## config.mk

```make
export PLATFORM = sky130hd
export DESIGN_NAME = div_iter_unit
export DESIGN_NICKNAME = d
export VERILOG_FILES = /design/src/rtl/div_iter_unit_pkg.sv /design/src/rtl/div_iter_unit.sv
export SDC_FILE = /design/constraint.sdc
export NUM_CORES = 1
export LEC_CHECK = 0
export ABC_CLOCK_PERIOD_IN_PS = 7600
export CAP_MARGIN = 0
export CORE_ASPECT_RATIO = 0.7
export CORE_MARGIN = 4
export CORE_UTILIZATION = 52
export DETAILED_ROUTE_END_ITERATION = 8
export PLACE_DENSITY = 0.83
export SYNTH_ARGS = -nofsm -noshare
export SYNTH_HDL_FRONTEND = slang
export SYNTH_SLANG_ARGS = --single-unit
export TNS_END_PERCENT = 5
```

## constraint.sdc

```tcl
create_clock -name clk -period 7.6 [get_ports clk]
set_input_delay 1.52 -clock clk [delete_from_list [all_inputs] [get_ports clk]]
set_output_delay 1.52 -clock clk [all_outputs]
set_load 0.02 [all_outputs]
```

## src/rtl/div_iter_unit_pkg.sv

```systemverilog
// div_iter_unit_pkg: state codes and bus widths shared by the divider and its EX-stage hookup.
package div_iter_unit_pkg;
    localparam int DIV_DW       = 32;
    localparam int DIV_TO_EX_WD = 2 * DIV_DW + 1;
    localparam int EX_TO_DIV_WD = 2 * DIV_DW + 3;
    localparam logic DIV_RESULT_READY     = 1'b1;
    localparam logic DIV_RESULT_NOT_READY = 1'b0;
    typedef enum logic [1:0] {
        DIV_FREE    = 2'b00,
        DIV_BY_ZERO = 2'b01,
        DIV_ON      = 2'b10,
        DIV_END     = 2'b11
    } div_state_e;
endpackage

```

## src/rtl/div_iter_unit.sv

```systemverilog
// div_iter_unit: multi-cycle restoring radix-2 DIV/DIVU, one quotient bit per clock.
module div_iter_unit
    import div_iter_unit_pkg::*;
#(
    parameter int DW = DIV_DW
) (
    input  logic            clk,
    input  logic            rst,
    input  logic            start_i,
    input  logic            signed_i,
    input  logic [DW-1:0]   opdata1_i,
    input  logic [DW-1:0]   opdata2_i,
    input  logic            annul_i,
    output logic [2*DW-1:0] result_o,
    output logic            ready_o,
    output logic            stallreq_o
);
    localparam int CW = $clog2(DW);
    div_state_e      state_q, state_d;
    logic [CW-1:0]   cnt_q, cnt_d;
    logic [2*DW:0]   w_q, w_d, w_shift, w_step;
    logic [DW-1:0]   op2_q, op2_d, abs1, abs2;
    logic            qneg_q, qneg_d, rneg_q, rneg_d;
    logic [2*DW-1:0] result_q, result_d;
    logic [DW:0]     diff;
    assign abs1    = (signed_i && opdata1_i[DW-1]) ? -opdata1_i : opdata1_i;
    assign abs2    = (signed_i && opdata2_i[DW-1]) ? -opdata2_i : opdata2_i;
    assign w_shift = {w_q[2*DW-1:0], 1'b0};
    assign diff    = w_shift[2*DW:DW] - {1'b0, op2_q};
    // A clear borrow bit means the trial subtraction fits: keep it and set the quotient bit.
    assign w_step  = diff[DW] ? w_shift : {diff, w_shift[DW-1:1], 1'b1};
    always_comb begin
        state_d  = state_q;
        cnt_d    = cnt_q;
        w_d      = w_q;
        op2_d    = op2_q;
        qneg_d   = qneg_q;
        rneg_d   = rneg_q;
        result_d = result_q;
        case (state_q)
            DIV_FREE: begin
                if (start_i && !annul_i) begin
                    if (opdata2_i == '0) begin
                        state_d = DIV_BY_ZERO;
                    end else begin
                        state_d = DIV_ON;
                        cnt_d   = '0;
                        w_d     = {{(DW+1){1'b0}}, abs1};
                        op2_d   = abs2;
                        qneg_d  = signed_i && (opdata1_i[DW-1] ^ opdata2_i[DW-1]);
                        rneg_d  = signed_i && opdata1_i[DW-1];
                    end
                end
            end
            DIV_BY_ZERO: begin
                state_d  = DIV_END;
                result_d = '0;
            end
            DIV_ON: begin
                w_d   = w_step;
                cnt_d = cnt_q + 1'b1;
                if (cnt_q == CW'(DW - 1)) begin
                    state_d  = DIV_END;
                    result_d = {rneg_q ? -w_step[2*DW-1:DW] : w_step[2*DW-1:DW],
                                qneg_q ? -w_step[DW-1:0]    : w_step[DW-1:0]};
                end
            end
            default: begin
                if (!start_i) begin
                    state_d  = DIV_FREE;
                    result_d = '0;
                end
            end
        endcase
        if (annul_i && state_q != DIV_FREE) begin
            state_d  = DIV_FREE;
            result_d = '0;
        end
    end
    always_ff @(posedge clk) begin
        if (rst) begin
            state_q  <= DIV_FREE;
            cnt_q    <= '0;
            w_q      <= '0;
            op2_q    <= '0;
            qneg_q   <= 1'b0;
            rneg_q   <= 1'b0;
            result_q <= '0;
        end else begin
            state_q  <= state_d;
            cnt_q    <= cnt_d;
            w_q      <= w_d;
            op2_q    <= op2_d;
            qneg_q   <= qneg_d;
            rneg_q   <= rneg_d;
            result_q <= result_d;
        end
    end
    assign result_o   = result_q;
    assign ready_o    = (state_q == DIV_END) ? DIV_RESULT_READY : DIV_RESULT_NOT_READY;
    assign stallreq_o = start_i & ~ready_o;
endmodule

```

==> results of run 1 <==
[power groups by stage]
| stage | Sequential [W] | Combinational (W) | Clock, W |
|---|---|---|---|
| floorplan | 0.00103 | 0.000934 | 0 |
| CTS | 0.00103 | 0.00128 | 0.000858 |
| detailed placement | 0.00105 | 0.00126 | 0 |
| global route | 0.00104 | 0.00143 | 0.000901 |
| global placement | 0.00105 | 0.00123 | 0 |
| finish | 0.00103 | 0.00131 | 0.000856 |
[tightest hold or removal path, cell delays in order (launching register included)]
cell and delay [ns]:
dfxtp_1 0.31, nand2_1 0.05, o21ai_1 0.05
[layer usage]
layer / part of all wire [%] / vias up / global-route usage (%)
met2: 43 / 581 / 40.3
met4: 2.1 / 2 / 7.99
met3: 9.3 / 65 / 5.02
li1: - / 5645 / -
met5: 0.059 / - / 0
met1: 46 / 5468 / 40.2
[logic make-up (layout without fill, tap and decap cells)]
logic type                 Yosys count  count (layout)  synth area share (%)
xor gates and xnor gates           137             137                  10.5
AOI/OAI and AO/OA                  448             448                  24.3
DFF                                169             169                  29.6
adders and majority gates           43              43                  4.78
and+or+nand+nor                    593             593                  23.7
muxes                               21              21                  2.00
buffers and inverters              143             234                  5.05
[cells in the final DEF (no fill, tap or decap), types with 4 or more instances in the layout]
cell type / n
a211oi_1: 34
a21boi_0: 4
a21o_1: 7
a21oi_1: 154
a22oi_1: 36
a31oi_1: 12
and2_1: 8
and3_1: 11
buf_4: 11
clkbuf_16: 17
clkdlybuf4s50_1: 133
clkinv_4: 4
dfxtp_1: 169
ha_1: 41
inv_1: 54
inv_6: 4
mux2i_1: 19
nand2_1: 226
nand2b_1: 10
nand3_1: 29
nand4_1: 10
nor2_1: 181
nor2b_1: 8
nor3_1: 37
nor4_1: 13
o211ai_1: 10
o21ai_0: 87
o21ai_1: 23
o21bai_1: 4
o31ai_1: 31
o41ai_1: 8
or3_1: 21
or4_1: 12
xnor2_1: 84
xor2_1: 53
[flip-flops by register name, indices dropped and copies added, names as in the netlist]
| name | cells |
|---|---|
| qneg_q | 1 |
| rneg_q | 1 |
| state_q | 2 |
| w_q | 64 |
| cnt_q | 5 |
| op2_q | 32 |
| result_o | 64 |
[how the worst max path moves through the flow]
stage / start / end / slack [ns] / cells after the start
floorplan: w_q[31]$_SDFFE_PP0P_ / result_o[60]$_SDFFE_PP0P_ / 3.11 / 21
global placement: opdata2_i[7] / w_q[56]$_SDFFE_PP0P_ / 1.85 / 14
detailed placement: opdata2_i[7] / w_q[56]$_SDFFE_PP0P_ / 1.71 / 14
CTS: w_q[31]$_SDFFE_PP0P_ / result_o[26]$_SDFFE_PP0P_ / 1.92 / 19
global route: w_q[31]$_SDFFE_PP0P_ / result_o[26]$_SDFFE_PP0P_ / 1.38 / 19
finish: w_q[31]$_SDFFE_PP0P_ / result_o[26]$_SDFFE_PP0P_ / 1.77 / 19
[final cells by class]
cell class	count	area (um2)
Clock inverter	14	139
Inverter	56	210
Tap cell	282	353
Multi-Input combinational cell	1242	7470
Sequential cell	169	3380
Clock buffer	18	429
Timing Repair Buffer	146	1440
Fill cell	1907	8200
[metrics by stage]
| stage | area (um2) | cells |
|---|---|---|
| floorplan | 11400 | 1554 |
| global placement | 12900 | 1895 |
| detailed placement | 12900 | 1895 |
| CTS | 13400 | 1927 |
| global route | 13400 | 1927 |
| finish | 13400 | 1927 |
==> results.json, run 1 <==
{
  "max_freq_mhz": 171,
  "grt.total_usage_pct": 27.2,
  "power_density_nw_per_um2": 238,
  "grt_max_degree": 104,
  "syn_to_final_growth_pct": 17.6,
  "fin_tns_setup_ns": 0,
  "critPathKind": "reg -> reg",
  "start_util_pct": 52.8,
  "worst_r2r_endpoint": "result_o[26]$_SDFFE_PP0P_",
  "antenna_cells": 0,
  "crit_buf_inv": 3,
  "nets": 1744,
  "r2r_start": "w_q[31]$_SDFFE_PP0P_",
  "die_area_um2": 24400,
  "die_h_um": 132,
  "setup_viol": 0,
  "fin_util_pct": 62.1,
  "vdd_drop_max_mv": 0.194,
  "clockPowerShare_pct": 26.8,
  "drive_gt1_share_pct": 4.56,
  "outcome": "finished, final reports clean",
  "yosysTopAreaCell": "dfxtp_1",
  "grt_pass1_wl_um": 55200,
  "synth_flop_cell": "dfxtp_1",
  "swShare_pct": 42.6,
  "intPower_w": 0.00184,
  "clock_sinks": 169,
  "r2r_setup_slack_ns": 1.77,
  "portBuffers": 134,
  "place_hpwl_um": 24900,
  "core_area_um2": 21600,
  "hp-start": "result_o[29]$_SDFFE_PP0P_",
  "ys_warn_count": 0,
  "rows": 45,
  "vias_per_cell": 6.10,
  "wl_per_cell_um": 17.7,
  "postCtsHoldBufs": 0,
  "ys_ff_latch": 169,
  "hold_path_depth": 2,
  "p_sw_w": 0.00136,
  "slew_headroom_pct": 23.4,
  "cp_max_fo": 47,
  "worst_setup_path_end_kind": "flop",
  "r2r_cells": 19,
  "place_congestion": 0.924,
  "hold_ws_ns": 0.445,
  "synth_edf_count": 0,
  "synth_area_leaders": "dfxtp_1 (30%), nand2_1 (7.4%), a21oi_1 (6.8%), xnor2_1 (6.4%), nor2_1 (6.0%)",
  "maxCapViolations": 0,
  "dpl_worst_slack_ns": 1.71,
  "syn_inst": 1554,
  "drc_errors": 0,
  "hold_end": "result_o[29]$_SDFFE_PP0P_",
  "clk-insertion-delay-late_ns": 0.44,
  "synth_nets": 1666,
  "drv_slew": 0,
  "grt_pass1_vias": 10900,
  "crit_chain": "inv_1, ha_1, inv_1, fa_1, a211oi_1, o21ai_1, a211oi_2, nor4_4, o21ai_2, nand2_4, inv_2, ha_1, nand3_1, or2_2, nand2b_1, o31ai_1, xnor2_1, a22oi_1, nor2_1",
  "min_period_over_period_pct": 76.8,
  "fin_skew_ns": 0.0111,
  "hold_violations": 0,
  "p_leak_nw": 4.89,
  "period_minus_slack_ns": 5.83,
  "io_pins": 135,
  "cp-start-kind": "flop",
  "htreeDepth": 4,
  "min_path_type": "reg -> reg",
  "worst-slew-pin-transition_ns": 1.15,
  "worst_ep_required_time_ns": 7.92,
  "synth_top_area_share_pct": 29.6,
  "worstPathArrival_ns": 6.15,
  "synth_cell_types": 80,
  "seqPwrFrac_pct": 32.3,
  "postRouteAntennaNets": 0,
  "fin_ws_ns": 1.77,
  "die_width_um": 185,
  "worst_path_max_delay_cell": "inv_2",
  "post_cts_buffers": 0,
  "drt_iter0_markers": 1300,
  "comb_power_share_pct": 40.9,
  "max_stage_delay_ns": 0.66,
  "clk_pin_slew_ns": 0.07,
  "seq_area_frac_synth_pct": 29.6,
  "root_buffer": "clkbuf_16",
  "grt.overflow.total": 0,
  "cts_buffers": 17,
  "syn_avg_cell_area_um2": 7.34,
  "synth_common_cells": "nand2_1 (226), nor2_1 (182), dfxtp_1 (169)",
  "p_total_w": 0.00320,
  "dr.pass1.iters": 6,
  "drt_wl_total_um": 34200,
  "syn_area_um2": 11400,
  "cts_resized": 0,
  "vias": 11800,
  "cts_tree": "built",
  "async_reset_ff_share_pct": 0,
  "path_delay_family": "compound AO/OA/AOI/OAI gates",
  "cts_max_path_buffers": 2,
  "rsz0062_at_grt": "no",
  "post-synth-top-count-cell": "nand2_1",
  "grt_antenna_before_repair": 1
}
Note: power is estimated with default switching activity, not from simulation.
==> inputs of run 2 (changes only) <==
--- a/config.mk
+++ b/config.mk
@@ -5,13 +5,13 @@
 export SDC_FILE = /design/constraint.sdc
 export NUM_CORES = 1
 export LEC_CHECK = 0
-export ABC_CLOCK_PERIOD_IN_PS = 7600
+export ABC_CLOCK_PERIOD_IN_PS = 5300
 export CAP_MARGIN = 0
 export CORE_ASPECT_RATIO = 0.7
 export CORE_MARGIN = 4
 export CORE_UTILIZATION = 52
 export DETAILED_ROUTE_END_ITERATION = 8
-export PLACE_DENSITY = 0.83
+export PLACE_DENSITY = 0.86
 export SYNTH_ARGS = -nofsm -noshare
 export SYNTH_HDL_FRONTEND = slang
 export SYNTH_SLANG_ARGS = --single-unit
==> constraint.sdc (replaced) <==
create_clock -name clk -period 5.3 [get_ports clk]
set_input_delay 1.06 -clock clk [delete_from_list [all_inputs] [get_ports clk]]
set_output_delay 1.06 -clock clk [all_outputs]
set_load 0.02 [all_outputs]
==> run 2 against run 1 <==
Net effect: die area stayed put; combinational power is 44% higher; worst hold slack better by 0.0043 ns; largest power group unchanged; largest cell class unchanged; global-route usage is 0.37 points higher; maximum frequency is 20% higher; critical path depth is 2 lower; first-iteration DRC count is 3.3% higher.
==> results.json, run 2 (synthesis gave the netlist of run 1 again) <==
{
  "clk_pin_slew_ns": 0.07,
  "grt_antenna_before_repair": 0,
  "cts_max_path_buffers": 2,
  "cts_buffers": 17,
  "place_congestion": 0.982,
  "dp_cells": 1902,
  "power_density_nw_per_um2": 344,
  "place_hpwl_um": 25400,
  "multi_input_area_um2": 7470,
  "period_minus_slack_ns": 4.86,
  "dr.pass1.iters": 8,
  "io_pins": 135,
  "rsz0062_at_grt": "no",
  "grt_pass1_vias": 10700,
  "postCtsHoldBufs": 0,
  "dpl_worst_slack_ns": 0.325,
  "worst_setup_path_end_kind": "flop",
  "instances_no_fill": 1934,
  "grt_max_degree": 104,
  "min_path_type": "reg -> reg",
  "cp_max_fo": 24,
  "fin_ws_ns": 0.443,
  "grt_pass1_wl_um": 55400,
  "start_util_pct": 52.8,
  "die_area_um2": 24400,
  "syn_to_final_growth_pct": 18.3,
  "final_cell_mix": "nand2_1 (226), nor2_1 (181), dfxtp_1 (169)",
  "drv_slew": 0,
  "p_leak_nw": 4.94,
  "htreeDepth": 4,
  "die_h_um": 132,
  "cp-start-kind": "flop",
  "nets": 1751,
  "outcome": "finished, final reports clean",
  "antenna_cells": 0,
  "slew_headroom_pct": 24.6,
  "root_buffer": "clkbuf_16",
  "drc_errors": 0,
  "vias_per_cell": 6.09,
  "critPathKind": "reg -> reg",
  "fin_skew_ns": 0.00949,
  "grt.total_usage_pct": 27.5,
  "wl_per_cell_um": 17.9,
  "postRouteAntennaNets": 0,
  "hold_violations": 0,
  "max_freq_mhz": 206,
  "drive_gt1_share_pct": 4.96,
  "setup_viol": 0,
  "post_cts_buffers": 0,
  "drt_iter0_markers": 1343,
  "rows": 45,
  "cts_tree": "built",
  "n_fill_cell": 1843,
  "core_area_um2": 21600,
  "worst_ep_required_time_ns": 5.60,
  "clk-insertion-delay-late_ns": 0.44,
  "cts_resized": 0,
  "vias": 11800,
  "maxCapViolations": 0,
  "portBuffers": 134,
  "mostFrequentLayoutCell": "nand2_1",
  "fin_tns_setup_ns": 0,
  "regArea_um2": 3380,
  "drt_wl_total_um": 34600,
  "die_width_um": 185,
  "worstPathArrival_ns": 5.16,
  "grt.overflow.total": 0,
  "worst-slew-pin-transition_ns": 1.13,
  "clock_sinks": 169,
  "min_period_over_period_pct": 91.6,
  "vdd_drop_max_mv": 0.265
}
run 2: cell count changes in the layout (fill, tap and decap cells not counted), sizes merged:
cell      delta
buf          +7
inv          -1
clkinvlp     +1
clkinv       -2
bufinv       +1
clkbuf       +1
run 2: final cells by class:
| class | instances | area share, % |
|---|---|---|
| multi-input combinational | 1242 | 55.3 |
| clock buffer | 19 | 3.28 |
| sequential | 169 | 25.0 |
| tap | 282 | 2.61 |
| inverter | 56 | 1.56 |
| clock inverter | 13 | 1.06 |
| timing repair buffer | 153 | 11.1 |
run 2: stage by stage:
stage                     utilization (%)  cell area (um2)  total power [W]  hold slack [ns]
after floorplan                         -            11400          0.00282            0.432
after global placement               59.8            12900          0.00328            0.436
after detailed placement             59.8            12900          0.00333            0.443
after CTS                            62.5            13500          0.00460            0.453
after global routing                 62.5            13500          0.00489            0.485
final                                62.5            13500          0.00465            0.450
run 2: path summary, 6_finish.rpt:
check	slack, ns	startpoint	cells past startpoint	to
min reg2reg	0.45	result_o[51]$_SDFFE_PP0P_	2	result_o[51]$_SDFFE_PP0P_
min	0.45	result_o[51]$_SDFFE_PP0P_	2	result_o[51]$_SDFFE_PP0P_
max reg2reg	0.44	w_q[31]$_SDFFE_PP0P_	17	result_o[62]$_SDFFE_PP0P_
max	0.44	w_q[31]$_SDFFE_PP0P_	17	result_o[62]$_SDFFE_PP0P_
run 2: power breakdown:
group          leakage (nW)  switching (W)  total [W]  internal (W)
combinational          3.29        0.00128    0.00189      0.000609
clock                 0.278       0.000566    0.00128      0.000712
sequential             1.37       0.000112    0.00149       0.00137
total                  4.94        0.00196    0.00465       0.00269
run 2: worst max-delay path, cell delays in order (launching register included):
cell and delay [ns]:
dfxtp_1 0.38, inv_1 0.08, ha_1 0.17, inv_1 0.06, fa_1 0.43, a211oi_1 0.38
o21ai_1 0.21, a211oi_2 0.44, nor4_4 0.13, o22a_4 0.30, nand2_4 0.22, buf_4 0.39
mux2i_4 0.36, and3_1 0.26, nand4b_1 0.18, o41ai_2 0.45, xor2_1 0.19, o21ai_1 0.07
run 2: metal layers:
layer	vias up	track usage, %	wire (um)
met5	-	0	0
met4	0	8.52	924
met3	63	3.75	2770
met2	559	41.4	15200
met1	5487	40.9	15700
li1	5660	-	-
==> inputs of run 3 (changes only) <==
--- a/config.mk
+++ b/config.mk
@@ -11,7 +11,7 @@
 export CORE_MARGIN = 4
 export CORE_UTILIZATION = 52
 export DETAILED_ROUTE_END_ITERATION = 8
-export PLACE_DENSITY = 0.86
+export PLACE_DENSITY = 0.78
 export SYNTH_ARGS = -nofsm -noshare
 export SYNTH_HDL_FRONTEND = slang
 export SYNTH_SLANG_ARGS = --single-unit
==> run 3 against run 2 <==
Net effect: critical path depth unchanged; cell count increased by 0.52%; cell area increased by 0.58%; worst hold slack got worse by 0.0072 ns; first-iteration DRC count decreased by 4.2%; critical endpoint unchanged; wire length decreased by 0.47%; via count decreased by 0.99%; clock power increased by 3%; sequential share of layout area decreased by 0.15 points; sequential power about the same; core utilization increased by 0.36 points; register-to-register slack improved by 0.33 ns.
==> results.json, run 3 (synthesis gave the netlist of run 1 again) <==
{
  "vias_per_cell": 5.99,
  "outcome": "finished, final reports clean",
  "cts_buffers": 17,
  "min_path_type": "reg -> reg",
  "postRouteAntennaNets": 0,
  "vdd_drop_max_mv": 0.221,
  "power_density_nw_per_um2": 347,
  "portBuffers": 134,
  "nets": 1761,
  "worstPathArrival_ns": 4.84,
  "hold_ws_ns": 0.443,
  "postCtsHoldBufs": 0,
  "place_congestion": 0.935,
  "max_freq_mhz": 221,
  "drc_errors": 0,
  "grt.total_usage_pct": 26.9,
  "grt_antenna_before_repair": 0,
  "p_leak_nw": 5.00,
  "htreeDepth": 4,
  "clock_sinks": 169,
  "rsz0062_at_grt": "no",
  "cp-start-kind": "flop",
  "cts_resized": 0,
  "start_util_pct": 52.8,
  "cp_max_fo": 25,
  "drt_wl_total_um": 34500,
  "maxCapViolations": 0,
  "clk_pin_slew_ns": 0.07,
  "max_stage_delay_ns": 0.43,
  "fin_skew_ns": 0.0167,
  "fin_util_pct": 62.8,
  "slew_headroom_pct": 20.9,
  "rows": 45,
  "die_area_um2": 24400,
  "worst-slew-pin-transition_ns": 1.18,
  "multi_input_area_um2": 7470,
  "n_fill_cell": 1959,
  "grt.overflow.total": 0,
  "die_width_um": 185,
  "drt_iter0_markers": 1287,
  "period_minus_slack_ns": 4.53,
  "grt_pass1_wl_um": 54100,
  "final_cell_mix": "nand2_1 (226), nor2_1 (181), dfxtp_1 (169)",
  "fin_tns_setup_ns": 0,
  "p_total_w": 0.00471,
  "dpl_cell_area_um2": 13000,
  "grt_pass1_vias": 10300,
  "mostFrequentLayoutCell": "nand2_1",
  "core_area_um2": 21600,
  "worst_setup_path_end_kind": "flop",
  "regArea_um2": 3380,
  "worst_path_max_delay_cell": "o41ai_2",
  "drv_slew": 0,
  "wl_per_cell_um": 17.7,
  "design_area_um2": 13600,
  "die_h_um": 132,
  "worst_ep_required_time_ns": 5.61,
  "drive_gt1_share_pct": 5.54,
  "hold_violations": 0,
  "syn_to_final_growth_pct": 19.0,
  "critPathKind": "reg -> reg",
  "post_cts_buffers": 0,
  "crit_chain": "inv_1, ha_1, inv_1, fa_1, a211oi_1, o21ai_1, a211oi_2, nor4_4, o22a_4, nand2_4, buf_4, mux2i_4, and3_1, nand4b_1, o41ai_2, xor2_1, o21ai_1",
  "vias": 11700,
  "min_period_over_period_pct": 85.4,
  "grt_max_degree": 80,
  "io_pins": 135,
  "place_hpwl_um": 25600,
  "root_buffer": "clkbuf_16",
  "cts_tree": "built",
  "antenna_cells": 0,
  "cts_max_path_buffers": 2,
  "setup_viol": 0,
  "clk-insertion-delay-late_ns": 0.46,
  "dr.pass1.iters": 5
}
[run 3: cell types whose count changed in the layout (fill, tap and decap cells not counted)]
| cell | previous run | this run |
|---|---|---|
| buf_12 | 2 | 1 |
| clkinv_4 | 0 | 3 |
| clkinvlp_4 | 4 | 1 |
| buf_2 | 1 | 0 |
| inv_6 | 3 | 4 |
| inv_8 | 1 | 2 |
| clkinv_2 | 3 | 1 |
| buf_4 | 17 | 29 |
[run 3: where the power goes]
part	total, W	internal, W	switching (W)
logic	0.00192	0.000632	0.00129
registers	0.00148	0.00137	0.000108
clock network	0.00132	0.000721	0.000596
total	0.00471	0.00273	0.00199
[run 3: metal layers]
layer	routed length, um	part of all wire (%)	vias to the layer above	global-route usage [%]
met4	468	1.4	0	5.66
met3	2750	8.0	40	5.02
met2	14400	42	484	39.0
li1	-	-	5675	-
met1	16900	49	5453	41.5
met5	0	0	-	0
[run 3: through the flow]
stage / setup WS, ns / std cells
finish: 0.774 / 1944
global route: 0.487 / 1944
CTS: 0.852 / 1944
detailed placement: 0.603 / 1912
global placement: 0.723 / 1912
floorplan: 0.809 / 1554
[run 3: worst paths after layout]
| kind | from | endpoint | slack (ns) | cells after the start |
|---|---|---|---|---|
| hold / removal | result_o[56]$_SDFFE_PP0P_ | result_o[56]$_SDFFE_PP0P_ | 0.44 | 2 |
| setup reg to reg | w_q[31]$_SDFFE_PP0P_ | result_o[62]$_SDFFE_PP0P_ | 0.77 | 17 |
| hold reg to reg | result_o[56]$_SDFFE_PP0P_ | result_o[56]$_SDFFE_PP0P_ | 0.44 | 2 |
| setup / recovery | w_q[31]$_SDFFE_PP0P_ | result_o[62]$_SDFFE_PP0P_ | 0.77 | 17 |
[run 3: area by class of cell]
cell class	instances	share of cell area, %
Timing Repair Buffer	163	11.5
Clock inverter	13	1.15
Sequential cell	169	24.9
Inverter	56	1.55
Tap cell	282	2.60
Clock buffer	19	3.26
Multi-Input combinational cell	1242	55.0
[run 3: critical path, delay by kind of cell, from the launching register on]
kind            cells  cell delay (ns)
fa+ha+maj           2             0.58
compound gates      6             1.78
mux                 1             0.35
buf+inv             3             0.48
simple gates        4             0.64
xor+xnor            1             0.19
flops               1             0.35
